**config.mk**
```make
export PLATFORM = sky130hd
export DESIGN_NAME = instr_fetch_unit_flat
export DESIGN_NICKNAME = d
export VERILOG_FILES = /design/src/rtl/basic_computer_pkg.sv /design/src/rtl/instr_fetch_unit_if.sv /design/src/rtl/instr_fetch_unit.sv /design/src/flat_wrapper.sv
export SDC_FILE = /design/constraint.sdc
export NUM_CORES = 1
export LEC_CHECK = 0
export BUFFER_PORTS_ARGS = -buffer_cell sky130_fd_sc_hd__buf_2
export CORE_ASPECT_RATIO = 1.75
export CORE_MARGIN = 2
export CORE_UTILIZATION = 43
export CTS_CLUSTER_SIZE = 8
export DETAILED_ROUTE_END_ITERATION = 16
export HOLD_SLACK_MARGIN = 0.02
export PLACE_DENSITY = 0.83
export SYNTH_ARGS = -nofsm -noshare
export SYNTH_HDL_FRONTEND = slang
export SYNTH_SLANG_ARGS = --single-unit
```
**constraint.sdc**
```tcl
create_clock -name clk -period 1.6 [get_ports clk]
set_input_delay 0.32 -clock clk [delete_from_list [all_inputs] [get_ports clk]]
set_output_delay 0.32 -clock clk [all_outputs]
set_load 0.01 [all_outputs]
```
**src/rtl/basic_computer_pkg.sv**
```systemverilog
// Shared definitions for the basic computer: instruction field positions,
// the register/IO opcode and the fetch unit state encoding.
package basic_computer_pkg;

  localparam int ADDR_W = 12;
  localparam int WORD_W = 16;

  localparam logic [2:0] OPC_REGIO = 3'b111;

  localparam int I_BIT   = 15;
  localparam int OPC_HI  = 14;
  localparam int OPC_LO  = 12;
  localparam int ADDR_HI = 11;

  typedef enum logic [2:0] {
    IDLE  = 3'd0,
    F_RD  = 3'd1,
    F_CAP = 3'd2,
    I_RD  = 3'd3,
    I_CAP = 3'd4,
    D_WR  = 3'd5,
    D_RD  = 3'd6,
    D_CAP = 3'd7
  } ifu_state_t;

  // Register/IO instructions reuse the I bit as an opcode bit, so they never
  // take the second (indirect) read.
  function automatic logic is_indirect(input logic [WORD_W-1:0] word);
    return word[I_BIT] && (word[OPC_HI:OPC_LO] != OPC_REGIO);
  endfunction

endpackage

```
**src/rtl/instr_fetch_unit_if.sv**
```systemverilog
// Main-memory bus between the fetch unit (master) and the 4096x16
// synchronous-read memory (slave).
interface instr_fetch_unit_if #(
  parameter int ADDR_BITS = 12,
  parameter int WORD_BITS = 16
);

  logic [ADDR_BITS-1:0] mem_adress;
  logic                 mem_write;
  logic [WORD_BITS-1:0] mem_indata;
  logic [WORD_BITS-1:0] mem_outdata;

  modport master (
    output mem_adress,
    output mem_write,
    output mem_indata,
    input  mem_outdata
  );

  modport slave (
    input  mem_adress,
    input  mem_write,
    input  mem_indata,
    output mem_outdata
  );

endinterface

```
**src/rtl/instr_fetch_unit.sv**
```systemverilog
// Instruction fetch sequencer with indirect-address resolution and a
// single-word data port, driving a synchronous-read main memory.
module instr_fetch_unit
  import basic_computer_pkg::*;
#(
  parameter int ADDR_BITS = 12,
  parameter int WORD_BITS = 16
) (
  input  logic                  clk,
  input  logic                  reset,

  input  logic                  start,
  input  logic [ADDR_BITS-1:0]  pc,
  output logic                  busy,
  output logic                  done,
  output logic [WORD_BITS-1:0]  ir,
  output logic [ADDR_BITS-1:0]  ea,
  output logic [ADDR_BITS-1:0]  pc_next,

  input  logic                  cpu_req,
  input  logic                  cpu_we,
  input  logic [ADDR_BITS-1:0]  cpu_addr,
  input  logic [WORD_BITS-1:0]  cpu_wdata,
  output logic [WORD_BITS-1:0]  cpu_rdata,
  output logic                  cpu_ack,

  instr_fetch_unit_if.master    mem
);

  localparam logic [ADDR_BITS-1:0] PC_STEP = ADDR_BITS'(1);

  ifu_state_t state_reg;

  always_ff @(posedge clk) begin
    if (reset) begin
      state_reg      <= IDLE;
      busy           <= 1'b0;
      done           <= 1'b0;
      ir             <= '0;
      ea             <= '0;
      pc_next        <= '0;
      cpu_rdata      <= '0;
      cpu_ack        <= 1'b0;
      mem.mem_adress <= '0;
      mem.mem_write  <= 1'b0;
      mem.mem_indata <= '0;
    end else begin
      done    <= 1'b0;
      cpu_ack <= 1'b0;

      unique case (state_reg)
        IDLE: begin
          if (start) begin
            state_reg      <= F_RD;
            mem.mem_adress <= pc;
            pc_next        <= pc + PC_STEP;
            busy           <= 1'b1;
          // The request is still high during its own ack cycle; only a
          // request seen after that cycle is a new access.
          end else if (cpu_req && !cpu_ack) begin
            mem.mem_adress <= cpu_addr;
            if (cpu_we) begin
              state_reg      <= D_WR;
              mem.mem_indata <= cpu_wdata;
              mem.mem_write  <= 1'b1;
            end else begin
              state_reg <= D_RD;
            end
          end
        end

        F_RD: state_reg <= F_CAP;

        F_CAP: begin
          ir <= mem.mem_outdata;
          if (is_indirect(mem.mem_outdata)) begin
            mem.mem_adress <= mem.mem_outdata[ADDR_BITS-1:0];
            state_reg      <= I_RD;
          end else begin
            ea        <= mem.mem_outdata[ADDR_BITS-1:0];
            done      <= 1'b1;
            busy      <= 1'b0;
            state_reg <= IDLE;
          end
        end

        I_RD: state_reg <= I_CAP;

        I_CAP: begin
          ea        <= mem.mem_outdata[ADDR_BITS-1:0];
          done      <= 1'b1;
          busy      <= 1'b0;
          state_reg <= IDLE;
        end

        // The memory commits the write on the edge that leaves this state.
        D_WR: begin
          mem.mem_write <= 1'b0;
          cpu_ack       <= 1'b1;
          state_reg     <= IDLE;
        end

        D_RD: state_reg <= D_CAP;

        D_CAP: begin
          cpu_rdata <= mem.mem_outdata;
          cpu_ack   <= 1'b1;
          state_reg <= IDLE;
        end

        default: state_reg <= IDLE;
      endcase
    end
  end

endmodule

```
**src/flat_wrapper.sv**
```systemverilog
// flat-port wrapper written by rule: the top's interface ports become plain ports
module instr_fetch_unit_flat import basic_computer_pkg::*;
#(
  parameter int ADDR_BITS = 12,
  parameter int WORD_BITS = 16
)
  (clk, reset, start, pc, busy, done, ir, ea, pc_next, cpu_req, cpu_we, cpu_addr, cpu_wdata, cpu_rdata, cpu_ack, mem_mem_adress, mem_mem_write, mem_mem_indata, mem_mem_outdata);
  instr_fetch_unit_if #(.ADDR_BITS(ADDR_BITS), .WORD_BITS(WORD_BITS)) mem_i ();
  input  logic clk;
  input  logic reset;
  input  logic start;
  input  logic [ADDR_BITS-1:0] pc;
  output logic busy;
  output logic done;
  output logic [WORD_BITS-1:0] ir;
  output logic [ADDR_BITS-1:0] ea;
  output logic [ADDR_BITS-1:0] pc_next;
  input  logic cpu_req;
  input  logic cpu_we;
  input  logic [ADDR_BITS-1:0] cpu_addr;
  input  logic [WORD_BITS-1:0] cpu_wdata;
  output logic [WORD_BITS-1:0] cpu_rdata;
  output logic cpu_ack;
  output wire logic [$bits(mem_i.mem_adress)-1:0] mem_mem_adress;
  output wire logic [$bits(mem_i.mem_write)-1:0] mem_mem_write;
  output wire logic [$bits(mem_i.mem_indata)-1:0] mem_mem_indata;
  input wire logic [$bits(mem_i.mem_outdata)-1:0] mem_mem_outdata;
  assign mem_mem_adress = mem_i.mem_adress;
  assign mem_mem_write = mem_i.mem_write;
  assign mem_mem_indata = mem_i.mem_indata;
  assign mem_i.mem_outdata = mem_mem_outdata;
  instr_fetch_unit #(.ADDR_BITS(ADDR_BITS), .WORD_BITS(WORD_BITS)) u_core (.clk(clk), .reset(reset), .start(start), .pc(pc), .busy(busy), .done(done), .ir(ir), .ea(ea), .pc_next(pc_next), .cpu_req(cpu_req), .cpu_we(cpu_we), .cpu_addr(cpu_addr), .cpu_wdata(cpu_wdata), .cpu_rdata(cpu_rdata), .cpu_ack(cpu_ack), .mem(mem_i));
endmodule
```
==> results of run 1 <==
[cell usage in the layout (no fill, tap or decap), types with 2 or more instances in the layout]
cell,instances
buf_4,24
nand2b_1,2
a21oi_1,70
inv_1,3
or3_1,8
and3_1,4
nor2_1,25
a211o_1,12
o21ai_0,21
nand2_1,113
and2_1,2
mux2_2,12
a211oi_1,12
clkbuf_16,9
buf_2,148
clkinvlp_4,2
clkbuf_1,2
nand4_1,5
nor3_1,2
xor2_1,9
dfxtp_1,88
mux2i_1,6
nand3_1,4
dfxtp_2,2
buf_12,5
o221a_2,9
[logic make-up after synthesis]
kind of cell | count (synthesis)
AND/OR/NAND/NOR | 172
buffers and inverters | 41
AO/OA/AOI/OAI | 132
XOR/XNOR | 10
flip-flops | 91
adder cells (fa/ha/maj) | 1
multiplexers | 18
[cell type report]
class                           count  area (um^2)
Sequential cell                    91         1828
Timing Repair Buffer              177         1021
Clock inverter                      4        50.05
Tap cell                          120        150.1
Multi-Input combinational cell    333         1886
Fill cell                         838         3786
Clock buffer                       12        246.5
Inverter                            3        11.26
[layer usage]
metal / vias up / GRT usage / routed length, um
li1: 1909 / - / -
met1: 1821 / 0.2377 / 4248
met2: 155 / 0.4066 / 6234
met3: 52 / 0.04670 / 713
met4: 0 / 0.1497 / 552
met5: - / 0 / 0
[per-stage QoR]
stage                     power [mW]  setup TNS [ps]
after global placement         3.786               0
final                          5.927               0
after floorplan                3.324               0
after global routing           6.179               0
after detailed placement       3.832          -417.4
after CTS                      5.939               0
[worst max-delay path by stage]
stage | start | to | slack (ps) | depth (start not counted)
6_report | u_core.state_reg[2] | u_core.ea[2] | 80 | 4
5_1_grt | u_core.state_reg[1] | u_core.cpu_rdata[9] | 20 | 7
4_1_cts | u_core.state_reg[2] | u_core.ea[2] | 40 | 4
3_5_place_dp | mem_mem_outdata[13] | u_core.ea[11] | -70 | 5
3_3_place_gp | mem_mem_outdata[14] | u_core.ea[6] | 50 | 5
2_1_floorplan | u_core.state_reg[0] | u_core.ir[5] | 100 | 7
[what timing repair did]
item	4_1_cts	5_1_grt
endpoints found under the setup margin	11	17
gates cloned	0	0
gates resized for setup	2	4
[worst min-delay path, cell delays in order]
cell	delay (ps)
buf_2	90
nand2_1	50
a21oi_1	50
[power groups by stage]
stage                     clock network [mW]  logic [mW]  registers [mW]
after global placement                     0        1.17            2.61
after floorplan                            0       0.658            2.67
after detailed placement                   0        1.21            2.62
after CTS                               2.15        1.22            2.57
final                                   2.12        1.22            2.58
after global routing                    2.26        1.32            2.60
==> metrics.md, run 1 <==
| Metric | Value |
|---|---|
| RSZ-0062 raised after global routing | no |
| Distinct cells, synth | 40 |
| Total Nets Final | 677 |
| N_diodes | 0 |
| EDFF count, synth | 0 |
| Initial core utilization | 0.4372 |
| Drt drc | 0 |
| WS Path Type | reg2reg |
| Pwr dens | 1141 nW/um^2 |
| Hold buffers post-CTS | 0 |
| CTS root buffer | clkbuf_16 |
| Drt pass-1 iters | 4 |
| CTS buffer count | 9 |
| Num Clock Sinks | just over 90 |
| FF-to-FF End | u_core.ea[2] |
| Worst Path Max Fanout | 7 |
| Clock power share | 0.358 |
| Switching Fraction | 0.2824 |
| Worst min-delay path class | in2reg |
| Initial antenna violation count | 0 |
| Number of instances in the placed design | 724 |
| Wirelength per Cell | 15.88 um |
| Total Routing Usage GR | 0.2255 |
| Post-Syn Area | a little under 4000 um^2 |
| Comb pwr share | 0.206 |
| Core ar. | 8979 um^2 |
| CP max stage delay | 560 ps |
| Worst hold slack | between 200 and 250 ps |
| Row cnt | 46 |
| Final Cell Area | 5192 um^2 |
| Avg Vias per Cell | 5.320 |
| H-tree lvl count | 3 |
| Initial DRC Count | around 190 |
| P_sw | roughly 1.7 mW |
| Final worst setup slack | 80.66 ps |
| Synth Area in Simple Gates | 0.1919 |
| Sequential share of the synthesized area | 0.4641 |
| Synthesized area per cell | 8.441 um^2 |
| Largest net degree at the start of global routing | 28 |
| FF-to-FF setup slack | ~80 ps |
| Slowest CP cell | or4b_1 |
| Crit path max-delay family | simple AND/OR/NAND/NOR gates |
| Final worst path period share | 0.9496 |
| Port bufs | about 150 |
| Final core utilization | 0.5783 |
| Final WL | 11.75 mm |
| Pre-CTS setup slack | -67.94 ps |
| CP cell instances | or4b_1 > o221a_2 > mux2i_1 > nor2_1 |
| Max Fclk | 658.2 MHz |
| Regs by FF count | u_core.cpu_rdata x16, u_core.ir x16, u_core.mem.mem_indata x16 |
| Die Span Y | approximately 130 um |
| Num ports | about 150 |
| Crit path required time | 1830 ps |
| Post-CTS setup buffers | 0 |
| Sequential Power Share | 0.435 |
| WHS Path Cells | 3 |
| Congestion Overflow GR | 0 |
| Max-Cap Viols | 0 |
| Crit. End Element | flop |
| Minimum clock period | 1519 ps |
| Internal power | 4.253 mW |
| Vias in the first global route | roughly 3,700 |
| Top-count cell post-synth | nand2_1 |
| Outcome | finished clean |
| Clock skew | roughly 5.2 ps |
| ANT nets after route | 0 |
| Area growth from synthesis to layout | 32.29% |
| CTS tree | done |
| Mux contribution to synthesized area | 0.04973 |
| Most used DFF post-synth | dfxtp_1 |
| Post-Syn Nets | about 530 |
| Area after DPL | approximately 5000 um^2 |
| Async SR Flop Fraction | 0 |
| Actual slew at the worst max-slew pin | ~380 ps |
| Via count | about 4,000 |
| Final Hold Fails | 0 |
| Compound-Gate Fraction of Synth Area | 0.2101 |
| Adder-cell share of the synthesized area | 0.003188 |
| Hpwl dp | 8.981 mm |
| Top cells by count, synth | nand2_1, dfxtp_1, a21oi_1, nor2_1, o21ai_0 |
| RD Place Congestion | between 0.8 and 0.9 |
| Clock Latency Late Sink | 340 ps |
| Hold worst-path end | u_core.mem.mem_indata[3] |
| Worst VDD drop | just under 0.0006 V |
| First-pass GRT wire length | 17.75 mm |
| Post-synth top area cell | dfxtp_1 |
| CP startpoint kind | flop |
| Static Leak | 2.341 nW |
| Worst Reg-to-Reg Cells | 4 |
| Die X | about 76 um |
| Layout cells sized above 1 | 0.3565 |
| Buffers plus inverters on the worst setup path | 0 |
| Die Footprint | 9938 um^2 |
| Non-Filler Instances | 740 |
| Synth area leaders | dfxtp_1, nand2_1, a21oi_1 |
| Post-Syn Instances | 465 |
| Share of the synthesized area in the top cell type | 0.4641 |
| WP data arrival | 1750 ps |
| XOR/XNOR share of the synthesized area | 0.02231 |
| Reg-to-Reg Start | u_core.state_reg[2] |
| Synth Register Bits | 91 |
| Largest family of logic cells by synthesized area | compound AO/OA/AOI/OAI gates |
| Slew margin rel. | 0.7462 |
| Final Setup Violations | 0 |
| Slew Viols, Final | 0 |
| CTS max path bufs | 2 |
| Warnings from Yosys | 0 |
| Hold path start | cpu_wdata[3] |
| CTS clk-pin slew, worst paths | 60 ps |
Power figures use the tool's default switching activity.
==> inputs of run 2 (changes only) <==
--- a/config.mk
+++ b/config.mk
@@ -13,6 +13,7 @@
 export DETAILED_ROUTE_END_ITERATION = 16
 export HOLD_SLACK_MARGIN = 0.02
 export PLACE_DENSITY = 0.83
+export REMOVE_ABC_BUFFERS = 1
 export SYNTH_ARGS = -nofsm -noshare
 export SYNTH_HDL_FRONTEND = slang
 export SYNTH_SLANG_ARGS = --single-unit
==> metrics.md, run 2 (synthesis gave the netlist of run 1 again) <==
| Metric | Value |
|---|---|
| Final worst path period share | 0.9598 (+0.01019) |
| Layout cells sized above 1 | 0.3566 (about the same) |
| Actual slew at the worst max-slew pin | 540.8 ps (+160.2 ps) |
| Row cnt | 46 (unchanged) |
| Crit. End Element | flop |
| Final Power | 6.085 mW (+2.7%) |
| Hpwl dp | 8.519 mm (-5.1%) |
| Pwr dens | 1162 nW/um^2 (+1.8%) |
| Initial DRC Count | 173 (-11%) |
| H-tree lvl count | 3 (unchanged) |
| Via count | 3,895 (-1.1%) |
| Area after DPL | 4851 um^2 (-0.54%) |
| Number of instances in the placed design | 720 (-0.55%) |
| Area growth from synthesis to layout | 33.41% |
| Most common cell after layout, fill and taps aside | buf_2 |
| Static Leak | 2.353 nW (+0.51%) |
| Final Hold Fails | 0 (unchanged) |
| Worst Path Max Fanout | 7 (unchanged) |
| Wirelength per Cell | 15.69 um (-1.2%) |
| Die X | 76.22 um (unchanged) |
| Port bufs | 148 (unchanged) |
| Drt drc | 0 (unchanged) |
| RSZ-0062 raised after global routing | no |
| Initial antenna violation count | 0 (unchanged) |
| Final WL | 11.56 mm (-1.6%) |
| CTS root buffer | clkbuf_16 |
| Drt pass-1 iters | 4 (unchanged) |
| Initial core utilization | 0.4372 (unchanged) |
| Total Routing Usage GR | 0.2186 (-0.006826) |
| Core ar. | 8979 um^2 (unchanged) |
| Clock Latency Late Sink | 340 ps (about the same) |
| Commonest cells after routing, fill and taps aside | buf_2, nand2_1, dfxtp_1 |
| Die Span Y | 130.4 um (unchanged) |
| Outcome | finished clean |
| Die Footprint | 9938 um^2 (unchanged) |
| Total Nets Final | 674 (-0.44%) |
| First-pass GRT wire length | 17.29 mm (-2.6%) |
| ANT nets after route | 0 (unchanged) |
| Final Setup Violations | 0 (unchanged) |
| CTS clk-pin slew, worst paths | 60 ps (about the same) |
| N_diodes | 0 (unchanged) |
| Max Fclk | 651.2 MHz (-1.1%) |
| Worst VDD drop | 0.0006228 V (+5.3%) |
| Regs by FF count | u_core.cpu_rdata x16, u_core.ir x16, u_core.mem.mem_indata x16 |
| Worst hold slack | 217.7 ps (+3.588 ps) |
| Final core utilization | 0.5832 (+0.004877) |
| Pre-CTS setup slack | -91.88 ps (-23.95 ps) |
| WP data arrival | 1760 ps (about the same) |
| Vias in the first global route | 3,653 (-1.1%) |
| Congestion Overflow GR | 0 (unchanged) |
| Slew margin rel. | 0.6395 (-0.1067) |
| Minimum clock period | 1536 ps (+16.30 ps) |
| Non-Filler Instances | 737 (-0.41%) |
| Slew Viols, Final | 0 (unchanged) |
| Avg Vias per Cell | 5.285 (-0.66%) |
| WS Path Type | reg2reg |
| RD Place Congestion | 0.8314 (-0.89%) |
| CP startpoint kind | flop |
| CTS buffer count | 9 (unchanged) |
| Largest net degree at the start of global routing | 55 (+96%) |
| CTS tree | done |
| Worst min-delay path class | in2reg |
| Setup_tns | 0 ps (unchanged) |
| Clock skew | 6.866 ps (+1.689 ps) |
| Num ports | 149 (unchanged) |
| CTS max path bufs | 2 (unchanged) |
| Max-Cap Viols | 0 (unchanged) |
| Num Clock Sinks | 91 (unchanged) |
| Crit path required time | 1820 ps (about the same) |
| Final Cell Area | 5236 um^2 (+0.84%) |
| Final worst setup slack | 64.37 ps (-16.30 ps) |
run 2: changes by cell type in the layout (fill, tap and decap cells not counted), sizes merged:
cell      delta
o31ai        +1
clkinv       +1
clkbuf       -2
inv          +1
bufinv       +1
clkinvlp     -1
buf          -4
run 2: path summary, 6_finish.rpt:
check             slack (ps)  cells past startpoint                 startpoint                        end
setup / recovery          60                      4        u_core.state_reg[2]              u_core.ea[10]
hold / removal           220                      3               cpu_wdata[1]   u_core.mem.mem_indata[1]
setup reg to reg          60                      4        u_core.state_reg[2]              u_core.ea[10]
hold reg to reg          450                      2  u_core.mem.mem_indata[11]  u_core.mem.mem_indata[11]
run 2: metal layers:
layer  vias up  track usage  share of wire
met5         -            0              0
met3        35      0.04327          0.045
met1      1814       0.2232           0.37
met4         0       0.1401          0.043
met2       136       0.4071           0.54
li1       1910            -              -
run 2: what timing repair did:
| item | 4_1_cts | 5_1_grt |
|---|---|---|
| cloned | 0 | 1 |
| gates resized for setup | 3 | 10 |
| pin swaps | 0 | 1 |
| endpoints found under the setup margin | 4 | 34 |
| hold buffers | 0 | 0 |
| buffers inserted | 0 | 0 |
run 2: worst max-delay path, cell delays in order (launching register included):
cell and delay, ps:
dfxtp_2 380, or3b_1 430, o221a_2 360, mux2i_1 190
nor2_1 60
run 2: where the power goes:
group	internal (mW)	switching, mW	leakage [nW]
clock	1.41	0.872	0.159
sequential	2.45	0.108	0.743
combinational	0.551	0.694	1.45
total	4.41	1.67	2.35
run 2: cell type report:
cell class / count / area (um^2)
flip-flops and latches: 91 / 1824
clock inverters: 6 / 86.33
repair buffers: 173 / 1010
clock buffers: 10 / 239.0
well taps: 120 / 150.1
inverters: 3 / 11.26
multi-input cells: 334 / 1916
fillers: 827 / 3742
